===== config.mk =====
export PLATFORM = sky130hd
export DESIGN_NAME = seg_scan_decoder
export DESIGN_NICKNAME = d
export VERILOG_FILES = /design/src/rtl/seg_scan_decoder.sv
export SDC_FILE = /design/constraint.sdc
export NUM_CORES = 1
export LEC_CHECK = 0
export BUFFER_PORTS_ARGS = -buffer_cell sky130_fd_sc_hd__buf_2
export CAP_MARGIN = 0
export CORE_ASPECT_RATIO = 0.75
export CORE_MARGIN = 2
export CORE_UTILIZATION = 56
export DETAILED_ROUTE_END_ITERATION = 10
export HOLD_SLACK_MARGIN = 0.05
export PLACE_DENSITY_LB_ADDON = 0.1
export SYNTH_ARGS = -nofsm -noshare
export SYNTH_HDL_FRONTEND = slang
export SYNTH_SLANG_ARGS = --single-unit

===== constraint.sdc =====
create_clock -name clk -period 3.5 [get_ports clk]
set_input_delay 0.7 -clock clk [delete_from_list [all_inputs] [get_ports clk]]
set_output_delay 0.7 -clock clk [all_outputs]
set_load 0.02 [all_outputs]

===== src/rtl/seg_scan_decoder.sv =====
// Scan-bus loopback decoder: rebuilds the 6-digit hex frame from the muxed seven-segment bus.
// Optional invalid-select/glitch counter on err_count is built only when SEGDEC_ERRCNT_EN is defined.
module seg_scan_decoder #(
    parameter int SETTLE_CYCLES  = 8,
    parameter int TIMEOUT_CYCLES = 65535
) (
    input  logic        clk,
    input  logic        rst,
    input  logic [7:0]  digit,
    input  logic [5:0]  select,
    output logic [23:0] value,
    output logic [5:0]  dp,
    output logic [5:0]  blank,
    output logic [5:0]  bad,
    output logic        frame_valid,
    output logic        stale,
    output logic [7:0]  err_count
);
    typedef enum logic [1:0] {IDLE, SETTLE, CAPTURE, DONE} state_t;

    state_t      state;
    logic [7:0]  dig_m, dig_s, ref_dig;
    logic [5:0]  sel_m, sel_s, ref_sel;
    logic [7:0]  cnt;
    logic [19:0] tcnt;
    logic [23:0] sh_val;
    logic [5:0]  sh_dp, sh_blank, sh_bad, seen, cap_oh;
    logic [5:0]  dec;
    logic        frame_done, sel_1h;

    // {bad, blank, nibble} from active-high g..a
    function automatic logic [5:0] decode(input logic [6:0] seg);
        case (seg)
            7'h3F: decode = 6'h00;
            7'h06: decode = 6'h01;
            7'h5B: decode = 6'h02;
            7'h4F: decode = 6'h03;
            7'h66: decode = 6'h04;
            7'h6D: decode = 6'h05;
            7'h7D: decode = 6'h06;
            7'h07: decode = 6'h07;
            7'h7F: decode = 6'h08;
            7'h6F: decode = 6'h09;
            7'h77: decode = 6'h0A;
            7'h7C: decode = 6'h0B;
            7'h39: decode = 6'h0C;
            7'h5E: decode = 6'h0D;
            7'h79: decode = 6'h0E;
            7'h71: decode = 6'h0F;
            7'h00: decode = 6'b010000;
            default: decode = 6'b100000;
        endcase
    endfunction

    assign sel_1h = ($countones(~sel_s) == 1);
    assign cap_oh = ~ref_sel;
    assign dec    = decode(~ref_dig[6:0]);

    // Bus idles high, so the synchronizer resets to the blanking pattern
    always_ff @(posedge clk or negedge rst) begin
        if (!rst) begin
            dig_m <= '1;
            dig_s <= '1;
            sel_m <= '1;
            sel_s <= '1;
        end else begin
            dig_m <= digit;
            dig_s <= dig_m;
            sel_m <= select;
            sel_s <= sel_m;
        end
    end

    always_ff @(posedge clk or negedge rst) begin
        if (!rst) begin
            state   <= IDLE;
            cnt     <= '0;
            ref_sel <= '1;
            ref_dig <= '1;
        end else begin
            case (state)
                IDLE: if (sel_1h) begin
                    state   <= SETTLE;
                    cnt     <= 8'd1;
                    ref_sel <= sel_s;
                    ref_dig <= dig_s;
                end
                SETTLE: begin
                    if (sel_s != ref_sel) begin
                        if (sel_1h) begin
                            cnt     <= 8'd1;
                            ref_sel <= sel_s;
                            ref_dig <= dig_s;
                        end else begin
                            state <= IDLE;
                        end
                    end else if (dig_s != ref_dig) begin
                        cnt     <= 8'd1;
                        ref_dig <= dig_s;
                    end else if (cnt >= 8'(SETTLE_CYCLES)) begin
                        state <= CAPTURE;
                    end else begin
                        cnt <= cnt + 8'd1;
                    end
                end
                CAPTURE: state <= DONE;
                DONE: if (sel_s != ref_sel) begin
                    if (sel_1h) begin
                        state   <= SETTLE;
                        cnt     <= 8'd1;
                        ref_sel <= sel_s;
                        ref_dig <= dig_s;
                    end else begin
                        state <= IDLE;
                    end
                end
                default: state <= IDLE;
            endcase
        end
    end

    // Shadow frame fills slot by slot; outputs copy it the cycle after the last slot lands
    always_ff @(posedge clk or negedge rst) begin
        if (!rst) begin
            sh_val      <= '0;
            sh_dp       <= '0;
            sh_blank    <= '0;
            sh_bad      <= '0;
            seen        <= '0;
            frame_done  <= 1'b0;
            value       <= '0;
            dp          <= '0;
            blank       <= '0;
            bad         <= '0;
            frame_valid <= 1'b0;
        end else begin
            frame_valid <= 1'b0;
            frame_done  <= (state == CAPTURE) && ((seen | cap_oh) == 6'h3F);
            if (frame_done) begin
                value       <= sh_val;
                dp          <= sh_dp;
                blank       <= sh_blank;
                bad         <= sh_bad;
                seen        <= '0;
                frame_valid <= 1'b1;
            end
            if (state == CAPTURE) begin
                seen <= seen | cap_oh;
                for (int i = 0; i < 6; i++) begin
                    if (cap_oh[i]) begin
                        sh_val[4*i +: 4] <= dec[3:0];
                        sh_blank[i]      <= dec[4];
                        sh_bad[i]        <= dec[5];
                        sh_dp[i]         <= ~ref_dig[7];
                    end
                end
            end
        end
    end

    always_ff @(posedge clk or negedge rst) begin
        if (!rst) begin
            tcnt  <= '0;
            stale <= 1'b0;
        end else if (state == CAPTURE) begin
            tcnt  <= '0;
            stale <= 1'b0;
        end else begin
            if (tcnt < 20'(TIMEOUT_CYCLES)) tcnt <= tcnt + 20'd1;
            if (tcnt >= 20'(TIMEOUT_CYCLES - 1)) stale <= 1'b1;
        end
    end

`ifdef SEGDEC_ERRCNT_EN
    logic sel_ill, ill_q, glitch;
    assign sel_ill = !sel_1h && (sel_s != 6'h3F);
    assign glitch  = (state == SETTLE) && (sel_s == ref_sel) && (dig_s != ref_dig);

    always_ff @(posedge clk or negedge rst) begin
        if (!rst) begin
            ill_q     <= 1'b0;
            err_count <= '0;
        end else begin
            ill_q <= sel_ill;
            if (((sel_ill && !ill_q) || glitch) && err_count != 8'hFF)
                err_count <= err_count + 8'd1;
        end
    end
`else
    assign err_count = '0;
`endif

endmodule


==> impl_metrics.py, run 1 <==
metrics = {
    "worst_hold_path": {
        "hold_class": "in2async",
    },
    "logic_synthesis": {
        "synth_edf_count": 0,
        "synth_common_cells": "123 x dfrtp_1, 72 x nand2_1, 45 x mux2_2",
        "syn_avg_cell_area_um2": 11.93,
        "netlist_top_cells_area": "dfrtp_1 45%, dfstp_2 16%, mux2_2 7.4%",
        "synth_flop_cell": "dfrtp_1",
        "synth_cell_types": 56,
        "synth.top_cell.area_share_pct": 45.17,
        "yosys.area.top_type": "dfrtp_1",
        "synthArstFlopShare_pct": 100.0,
        "yosysMostFrequentCell": "dfrtp_1",
        "ys_warn_count": 0,
        "synth_seq_cells": 165,
        "syn_inst": 571,
        "synth_area_um2": 6814,
        "ys_seq_area_share_pct": 61.37,
    },
    "pwr": {
        "powerDensity_nw_per_um2": 645.0,
        "peakVddDrop_uv": 448.7,
        "p_leak_nw": 3.880,
    },
    "worst_setup_path": {
        "cp_data_required_time_ns": 3.84,
        "path_common_cell": "fa_1",
        "crit_chain": "fa_1 > inv_1 > fa_1 > ha_1 > fa_1 > nor3b_2 > nand3_1 > nor2b_4 > mux2_1",
        "critPathMaxFanout": 11,
        "critPathKind": "reg2reg",
        "cp-start-kind": "register",
        "arrival_ns": 3.66,
        "crit_slowest_cell": "dfstp_2",
        "cp-end-kind": "register",
        "slowest_delay_ns": 0.56,
        "critPathTopFamily": "adder cells",
        "crit_buf_inv": 1,
    },
    "global_routing": {
        "grt_antenna_before_repair": 0,
        "grt_pass1_vias": 4311,
        "grt_pass1_wl_um": 21540,
        "grt_usage_pct": 21.15,
        "grt_start_max_net_pins": 80,
        "grt-ovfl-total": 0,
    },
    "die": {
        "rows": 34,
        "die_h_um": 99.53,
        "core_region_area_um2": 11740,
        "initial_core_util_pct": 58.03,
        "die_w_um": 131.4,
        "die-area_um2": 13080,
        "ioPinCount": 68,
    },
    "finish": {
        "n_antenna_cell": 0,
        "syn_to_final_growth_pct": 15.85,
        "final_area_um2": 7894,
        "nets": 652,
        "layout.cells.non_filler": 803,
        "drive_above_1_share_pct": 31.51,
    },
    "route": {
        "drtIter0Drc": 303,
        "drc": 0,
        "via_per_inst": 5.362,
        "drtPass1Iterations": 4,
        "vias": 4306,
        "wl_per_cell_um": 15.98,
        "totalWireLength_um": 12840,
        "antenna_left": 0,
    },
    "sta": {
        "rsz0062_at_grt": "no",
        "clock_skew_ns": 0.01118,
        "fin_crit_ns": 3.316,
        "fmax_mhz": 301.6,
        "timing_hold_violations_final": 0,
        "fin_crit_sh_pct": 94.74,
        "timing.hold.ws_ns": 0.2906,
        "fin_ws_ns": 0.1842,
        "fin_setup_tns_ns": 0,
        "slew_violations": 0,
        "finalSetupViolations": 0,
        "slew_headroom_pct": 28.57,
        "max_slew.worst_pin.slew_ns": 1.069,
    },
    "clock_tree": {
        "cts_buffers": 17,
        "insertion_delay_ns": 0.42,
        "cts_hold_buf": 0,
        "htreeDepth": 4,
        "post_cts_buffers": 0,
        "cts_sinks": 165,
        "cts_tree": "built",
        "cts-root-buf": "clkbuf_16",
        "cts_resized": 0,
        "clk_path_buf_depth": 2,
        "cts.clk_slew.worst_paths_ns": 0.06,
    },
    "placed_design": {
        "placedCellCount": 771,
        "dpl.hpwl_um": 8414,
        "place.gp.congestion": 0.7860,
        "portBuffers": 59,
        "dpl-instance-area_um2": 7221,
        "dp_slack_ns": 0.06518,
    },
    "run": {
        "maxCapViolations": 0,
    },
    "outcome": {
        "status": "finished, final reports clean",
    },
}
registers in the layout (all words and copies together), names as in the netlist, named ones only:
signal	flops
cnt	8
dig_s	8
blank	6
tcnt	20
sh_blank	6
frame_done	1
ref_sel	6
frame_valid	1
sh_dp	6
dig_m	8
sel_s	6
sh_val	24
stale	1
value	24
sel_m	6
dp	6
seen	6
state	1
ref_dig	8
bad	6
sh_bad	6
where the power goes:
group / switching [mW] / internal [mW]
sequential: 0.254 / 2.09
clock: 0.779 / 1.30
combinational: 0.367 / 0.304
cells by family (layout without fill, tap and decap cells):
| family | after synthesis | count (layout) | share of synthesized area [%] |
|---|---|---|---|
| buf+inv | 50 | 113 | 3.452 |
| simple gates | 181 | 181 | 13.35 |
| fa+ha+maj | 8 | 8 | 1.800 |
| flops | 165 | 165 | 61.37 |
| compound gates | 84 | 84 | 7.088 |
| other cells | 1 | 8 | 0.05503 |
| mux | 54 | 54 | 9.291 |
| xor+xnor | 28 | 28 | 3.599 |
stage by stage:
step	utilization, %	power (mW)
floorplan	-	2.830
global placement	61.50	3.000
detailed placement	61.50	3.032
CTS	67.15	5.116
global route	67.23	5.318
finish	67.23	5.091
routing by layer:
metal	share of wire (%)	GRT usage (%)	up-vias
li1	-	-	2050
met1	48	30.40	2135
met2	46	31.17	101
met3	4.6	5.810	20
met4	1.5	7.943	0
met5	0	0	-
area by class of cell:
cell class	instances	area (µm²)
flip-flops and latches	165	4183
fillers	912	3847
multi-input cells	363	2434
clock buffers	18	439.2
repair buffers	63	344.1
clock inverters	14	224.0
well taps	162	202.7
inverters	18	67.56
placed cells by master (no fill, tap or decap), types with 5 or more instances in the layout:
| master | n |
|---|---|
| a21oi_1 | 18 |
| and2_1 | 8 |
| and3_1 | 5 |
| buf_2 | 58 |
| bufinv_16 | 5 |
| clkbuf_16 | 17 |
| clkinvlp_4 | 5 |
| conb_1 | 8 |
| dfrtp_1 | 122 |
| dfstp_2 | 42 |
| ha_1 | 5 |
| inv_1 | 18 |
| mux2_2 | 45 |
| mux2_4 | 7 |
| nand2_1 | 72 |
| nand3_1 | 11 |
| nand4_1 | 6 |
| nor2_1 | 38 |
| nor3_1 | 9 |
| nor4_1 | 5 |
| o21ai_0 | 40 |
| o21ai_1 | 7 |
| xor2_1 | 24 |
path summary, 6_finish.rpt:
| path | slack, ns | end | start | depth (start not counted) |
|---|---|---|---|---|
| max | 0.18 | ref_dig[0]$_DFFE_PN1P_ | sel_s[1]$_DFF_PN1_ | 9 |
| min | 0.29 | tcnt[15]$_DFFE_PN0P_ | rst | 1 |
| max reg2reg | 0.18 | ref_dig[0]$_DFFE_PN1P_ | sel_s[1]$_DFF_PN1_ | 9 |
| min reg2reg | 0.36 | dig_s[1]$_DFF_PN1_ | dig_m[1]$_DFF_PN1_ | 0 |
| max in group asynchronous | 2.37 | ref_dig[7]$_DFFE_PN1P_ | rst | 2 |
| min in group clk | 0.36 | dig_s[1]$_DFF_PN1_ | dig_m[1]$_DFF_PN1_ | 0 |
Note: power is estimated with default switching activity, not from simulation.
==> run 2: changes to the inputs <==
--- a/config.mk
+++ b/config.mk
@@ -12,7 +12,8 @@
 export CORE_UTILIZATION = 56
 export DETAILED_ROUTE_END_ITERATION = 10
 export HOLD_SLACK_MARGIN = 0.05
-export PLACE_DENSITY_LB_ADDON = 0.1
+export PLACE_DENSITY = 0.76
+export SLEW_MARGIN = 20
 export SYNTH_ARGS = -nofsm -noshare
 export SYNTH_HDL_FRONTEND = slang
 export SYNTH_SLANG_ARGS = --single-unit
==> impl_metrics.py, run 2 (same netlist as run 1, synthesis figures left out) <==
metrics = {
    "outcome": {
        "status": "finished, final reports clean",
    },
    "route": {
        "via_per_inst": 5.406,
        "wl_per_cell_um": 16.20,
        "drtPass1Iterations": 5,
        "vias": 4336,
        "drtIter0Drc": 372,
        "totalWireLength_um": 12990,
        "antenna_left": 0,
        "drc": 0,
    },
    "global_routing": {
        "grt_antenna_before_repair": 0,
        "grt_usage_pct": 21.59,
        "grt_start_max_net_pins": 99,
        "grt_pass1_vias": 4433,
        "grt-ovfl-total": 0,
        "grt_pass1_wl_um": 22100,
    },
    "sta": {
        "slew_headroom_pct": 35.12,
        "fin_ws_ns": 0.2199,
        "clock_skew_ns": 0.008728,
        "fmax_mhz": 304.9,
        "max_slew.worst_pin.slew_ns": 0.9732,
        "timing_hold_violations_final": 0,
        "rsz0062_at_grt": "no",
        "fin_setup_tns_ns": 0,
        "finalSetupViolations": 0,
        "fin_crit_sh_pct": 93.72,
        "slew_violations": 0,
        "fin_crit_ns": 3.280,
    },
    "finish": {
        "nets": 652,
        "final_cell_mix": "122 x dfrtp_1, 72 x nand2_1, 58 x buf_2",
        "reg.largest.list": "sh_val: 24 flops, value: 24 flops, tcnt: 20 flops",
        "syn_to_final_growth_pct": 14.73,
        "mostFrequentLayoutCell": "dfrtp_1",
        "drive_above_1_share_pct": 30.63,
        "layout.cells.non_filler": 802,
        "n_antenna_cell": 0,
    },
    "clock_tree": {
        "cts_tree": "built",
        "cts.clk_slew.worst_paths_ns": 0.06,
        "cts-root-buf": "clkbuf_16",
        "htreeDepth": 4,
        "insertion_delay_ns": 0.42,
        "clk_path_buf_depth": 2,
        "cts_buffers": 17,
        "cts_hold_buf": 0,
        "post_cts_buffers": 0,
        "cts_sinks": 165,
        "cts_resized": 0,
    },
    "worst_setup_path": {
        "cp-end-kind": "register",
        "critPathMaxFanout": 11,
        "r2r-end": "ref_dig[0]$_DFFE_PN1P_",
        "slowest_delay_ns": 0.57,
        "cp-start-kind": "register",
        "cp_num_cells": 9,
        "regToRegSetupSlack_ns": 0.22,
        "critPathTopFamily": "adder cells",
        "crit_chain": "fa_1 > inv_1 > fa_1 > ha_1 > fa_1 > nor3b_1 > nand3_1 > nor2b_4 > mux2_1",
        "critPathKind": "reg2reg",
        "path_common_cell": "fa_1",
        "crit_buf_inv": 1,
        "crit_slowest_cell": "dfstp_2",
        "cp_data_required_time_ns": 3.84,
        "arrival_ns": 3.62,
        "r2r_start": "sel_s[1]$_DFF_PN1_",
        "cp-startpoint": "sel_s[1]$_DFF_PN1_",
        "rr_worst_depth": 9,
        "endpoint": "ref_dig[0]$_DFFE_PN1P_",
    },
    "die": {
        "initial_core_util_pct": 58.03,
        "die_h_um": 99.53,
        "rows": 34,
        "core_region_area_um2": 11740,
        "die_w_um": 131.4,
        "die-area_um2": 13080,
        "ioPinCount": 68,
    },
    "placed_design": {
        "dp_slack_ns": 0.1071,
        "place.gp.congestion": 0.8101,
        "placedCellCount": 771,
        "portBuffers": 59,
        "dpl.hpwl_um": 8480,
    },
    "pwr": {
        "powerDensity_nw_per_um2": 623.2,
        "p_leak_nw": 3.853,
        "peakVddDrop_uv": 428.6,
    },
    "run": {
        "maxCapViolations": 0,
    },
    "worst_hold_path": {
        "hold_class": "reg2reg",
    },
}
==> run 2: cell type report <==
cell class | instances | area, µm²
clock buffer | 23 | 467.9
clock inverter | 8 | 123.9
fill | 864 | 3924
inverter | 18 | 67.56
multi-input combinational | 363 | 2429
sequential | 165 | 4183
tap | 162 | 202.7
timing repair buffer | 63 | 344.1
==> run 2: stage by stage <==
stage | utilization, % | power [mW] | hold WS (ns) | instance area [µm²]
after detailed placement | 61.50 | 3.021 | 0.3470 | 7221
after global placement | 61.50 | 2.981 | 0.3466 | 7221
after floorplan | - | 2.830 | 0.3452 | 6840
final | 66.58 | 4.872 | 0.3545 | 7818
after global routing | 66.58 | 5.104 | 0.3549 | 7818
after CTS | 66.54 | 4.895 | 0.3562 | 7812
==> run 2: worst reg2reg max path, cell delays in order, from the launching register on <==
cell     delay [ns]
dfstp_2        0.57
fa_1           0.43
inv_1          0.09
fa_1           0.42
ha_1           0.21
fa_1           0.44
nor3b_1        0.32
nand3_1        0.17
nor2b_4        0.23
mux2_1         0.33
==> run 2: worst min path at each step <==
stage / from / end / cells after the start
global route: digit[2] / dig_m[2]$_DFF_PN1_ / 1
detailed placement: dig_m[1]$_DFF_PN1_ / dig_s[1]$_DFF_PN1_ / 0
floorplan: dig_m[0]$_DFF_PN1_ / dig_s[0]$_DFF_PN1_ / 0
CTS: sel_m[0]$_DFF_PN1_ / sel_s[0]$_DFF_PN1_ / 0
global placement: sel_m[5]$_DFF_PN1_ / sel_s[5]$_DFF_PN1_ / 0
finish: sel_m[4]$_DFF_PN1_ / sel_s[4]$_DFF_PN1_ / 0
==> run 2: layer usage <==
layer  track usage, %  up-vias  routed length, µm
met5                0        -                  0
met4            6.856        0                144
met3            6.524       15                707
met2            34.05      112               6194
met1            29.24     2174               5947
li1                 -     2035                  -
==> run 2: report_power, final <==
group / switching [mW] / leakage [nW] / internal [mW] / total, mW
sequential: 0.256 / 2.14 / 2.09 / 2.35
combinational: 0.363 / 1.43 / 0.301 / 0.664
clock: 0.703 / 0.284 / 1.16 / 1.86
==> run 3: changes to the inputs <==
==> constraint.sdc (replaced) <==
create_clock -name clk -period 4.1 [get_ports clk]
set_input_delay 0.82 -clock clk [delete_from_list [all_inputs] [get_ports clk]]
set_output_delay 0.82 -clock clk [all_outputs]
set_load 0.02 [all_outputs]
==> impl_metrics.py, run 3 (same netlist as run 1, synthesis figures left out) <==
metrics = {
    "outcome": {
        "status": "finished, final reports clean",
    },
    "sta": {
        "finalSetupViolations": 0,
        "fin_crit_ns": 3.614,
        "fin_setup_tns_ns": 0,
        "max_slew.worst_pin.slew_ns": 0.9854,
        "rsz0062_at_grt": "no",
        "fmax_mhz": 276.7,
        "fin_crit_sh_pct": 88.14,
        "slew_violations": 0,
        "timing_hold_violations_final": 0,
        "clock_skew_ns": 0.01120,
        "slew_headroom_pct": 34.30,
    },
    "die": {
        "initial_core_util_pct": 58.03,
        "core_region_area_um2": 11740,
        "rows": 34,
        "ioPinCount": 68,
        "die-area_um2": 13080,
        "die_w_um": 131.4,
        "die_h_um": 99.53,
    },
    "pwr": {
        "powerDensity_nw_per_um2": 529.1,
        "pwr-share-seq_pct": 48.6,
        "p_sw_mw": 1.120,
        "intPower_mw": 2.997,
        "clock_power_share_pct": 37.6,
        "pwr-share-comb_pct": 13.8,
        "switching_share_pct": 27.19,
        "peakVddDrop_uv": 435.3,
        "p_leak_nw": 3.824,
    },
    "route": {
        "via_per_inst": 5.317,
        "wl_per_cell_um": 15.97,
        "drc": 0,
        "vias": 4259,
        "drtIter0Drc": 377,
        "totalWireLength_um": 12790,
        "antenna_left": 0,
        "drtPass1Iterations": 4,
    },
    "finish": {
        "n_antenna_cell": 0,
        "drive_above_1_share_pct": 30.36,
        "mostFrequentLayoutCell": "dfrtp_1",
        "syn_to_final_growth_pct": 14.19,
        "nets": 651,
        "final_cell_mix": "122 x dfrtp_1, 72 x nand2_1, 58 x buf_2",
        "reg.largest.list": "sh_val: 24 flops, value: 24 flops, tcnt: 20 flops",
        "fin_util_pct": 66.27,
    },
    "worst_setup_path": {
        "critPathKind": "reg2reg",
        "crit_slowest_cell": "dfstp_2",
        "slowest_delay_ns": 0.56,
        "cp_data_required_time_ns": 4.42,
        "cp-start-kind": "register",
        "cp-end-kind": "register",
        "regToRegSetupSlack_ns": 0.49,
        "path_common_cell": "fa_1",
        "critPathMaxFanout": 11,
        "arrival_ns": 3.94,
        "crit_chain": "fa_1 > inv_1 > fa_1 > ha_1 > fa_1 > nor3b_1 > nand3_1 > buf_4 > nor2b_2 > mux2_1",
    },
    "global_routing": {
        "grt.met3_usage_pct": 7.187,
        "grt_pass1_vias": 4346,
        "use_met1_pct": 28.33,
        "grt_start_max_net_pins": 120,
        "globalRoute.busiestLayer": "met2",
        "grt_usage_pct": 21.20,
        "met2_usage_pct": 33.12,
        "grt_pass1_wl_um": 21760,
        "grt_antenna_before_repair": 0,
        "grt-ovfl-total": 0,
    },
    "clock_tree": {
        "cts_sinks": 165,
        "cts_resized": 0,
        "post_cts_buffers": 0,
        "clk_path_buf_depth": 2,
        "cts_buffers": 17,
        "cts-root-buf": "clkbuf_16",
        "htreeDepth": 4,
        "cts.clk_slew.worst_paths_ns": 0.06,
        "cts_hold_buf": 0,
        "insertion_delay_ns": 0.41,
        "cts_tree": "built",
    },
    "run": {
        "maxCapViolations": 0,
    },
    "placed_design": {
        "portBuffers": 59,
        "dpl.hpwl_um": 8527,
        "place.gp.congestion": 0.8181,
    },
    "worst_hold_path": {
        "hold_class": "reg2reg",
    },
}
## run 3: changes by cell type in the layout (fill, tap and decap cells not counted), sizes merged
cell | previous run | this run
buf | 63 | 61
clkbuf | 23 | 24
clkinv | 2 | 3
inv | 19 | 18
## run 3: power by group through the flow
stage          sequential (mW)  clock, mW  combinational, mW
3_5_place_dp              2.02          0              0.559
5_1_grt                   2.03       1.64              0.630
2_1_floorplan             1.89          0              0.528
6_report                  2.00       1.55              0.566
3_3_place_gp              2.01          0              0.530
4_1_cts                   2.00       1.58              0.569
## run 3: worst max-delay path, delay by kind of cell, from the launching register on
family	cells	cell delay, ns
adders and majority gates	4	1.49
buffers and inverters	2	0.29
DFF	1	0.56
muxes	1	0.35
and+or+nand+nor	3	0.84
## run 3: layer usage
metal	up-vias	share of wire [%]
met4	0	0.88
met1	2119	46
met5	-	0
li1	2023	-
met3	6	6.6
met2	111	47
## run 3: stage by stage
| step | worst slack (ns) | total power, mW | hold WS [ns] | instance area (µm²) | instances |
|---|---|---|---|---|---|
| 2_1_floorplan | 0.9717 | 2.416 | 0.3452 | 6840 | 578 |
| 6_report | 0.4861 | 4.117 | 0.3521 | 7781 | 801 |
| 3_3_place_gp | 0.6636 | 2.544 | 0.3466 | 7203 | 770 |
| 4_1_cts | 0.5012 | 4.142 | 0.3531 | 7779 | 801 |
| 3_5_place_dp | 0.5669 | 2.581 | 0.3469 | 7203 | 770 |
| 5_1_grt | 0.3380 | 4.295 | 0.3563 | 7781 | 801 |
## run 3: layout make-up
type                            count  area (µm²)
Clock buffer                       23       447.9
Clock inverter                      8       127.6
Inverter                           18       67.56
Fill cell                         859        3960
Sequential cell                   165        4183
Multi-Input combinational cell    363        2426
Tap cell                          162       202.7
Timing Repair Buffer               62       326.6
## run 3: final timing paths
kind                            cells after the start                     end               start
worst min register to register                      0      dig_s[5]$_DFF_PN1_  dig_m[5]$_DFF_PN1_
worst max-delay path                               10  ref_dig[0]$_DFFE_PN1P_  sel_s[1]$_DFF_PN1_
worst min-delay path                                0      dig_s[5]$_DFF_PN1_  dig_m[5]$_DFF_PN1_
worst max register to register                     10  ref_dig[0]$_DFFE_PN1P_  sel_s[1]$_DFF_PN1_
max in group asynchronous                           2  sh_val[19]$_DFFE_PN0P_                 rst
min in group asynchronous                           1    value[5]$_DFFE_PN0P_                 rst
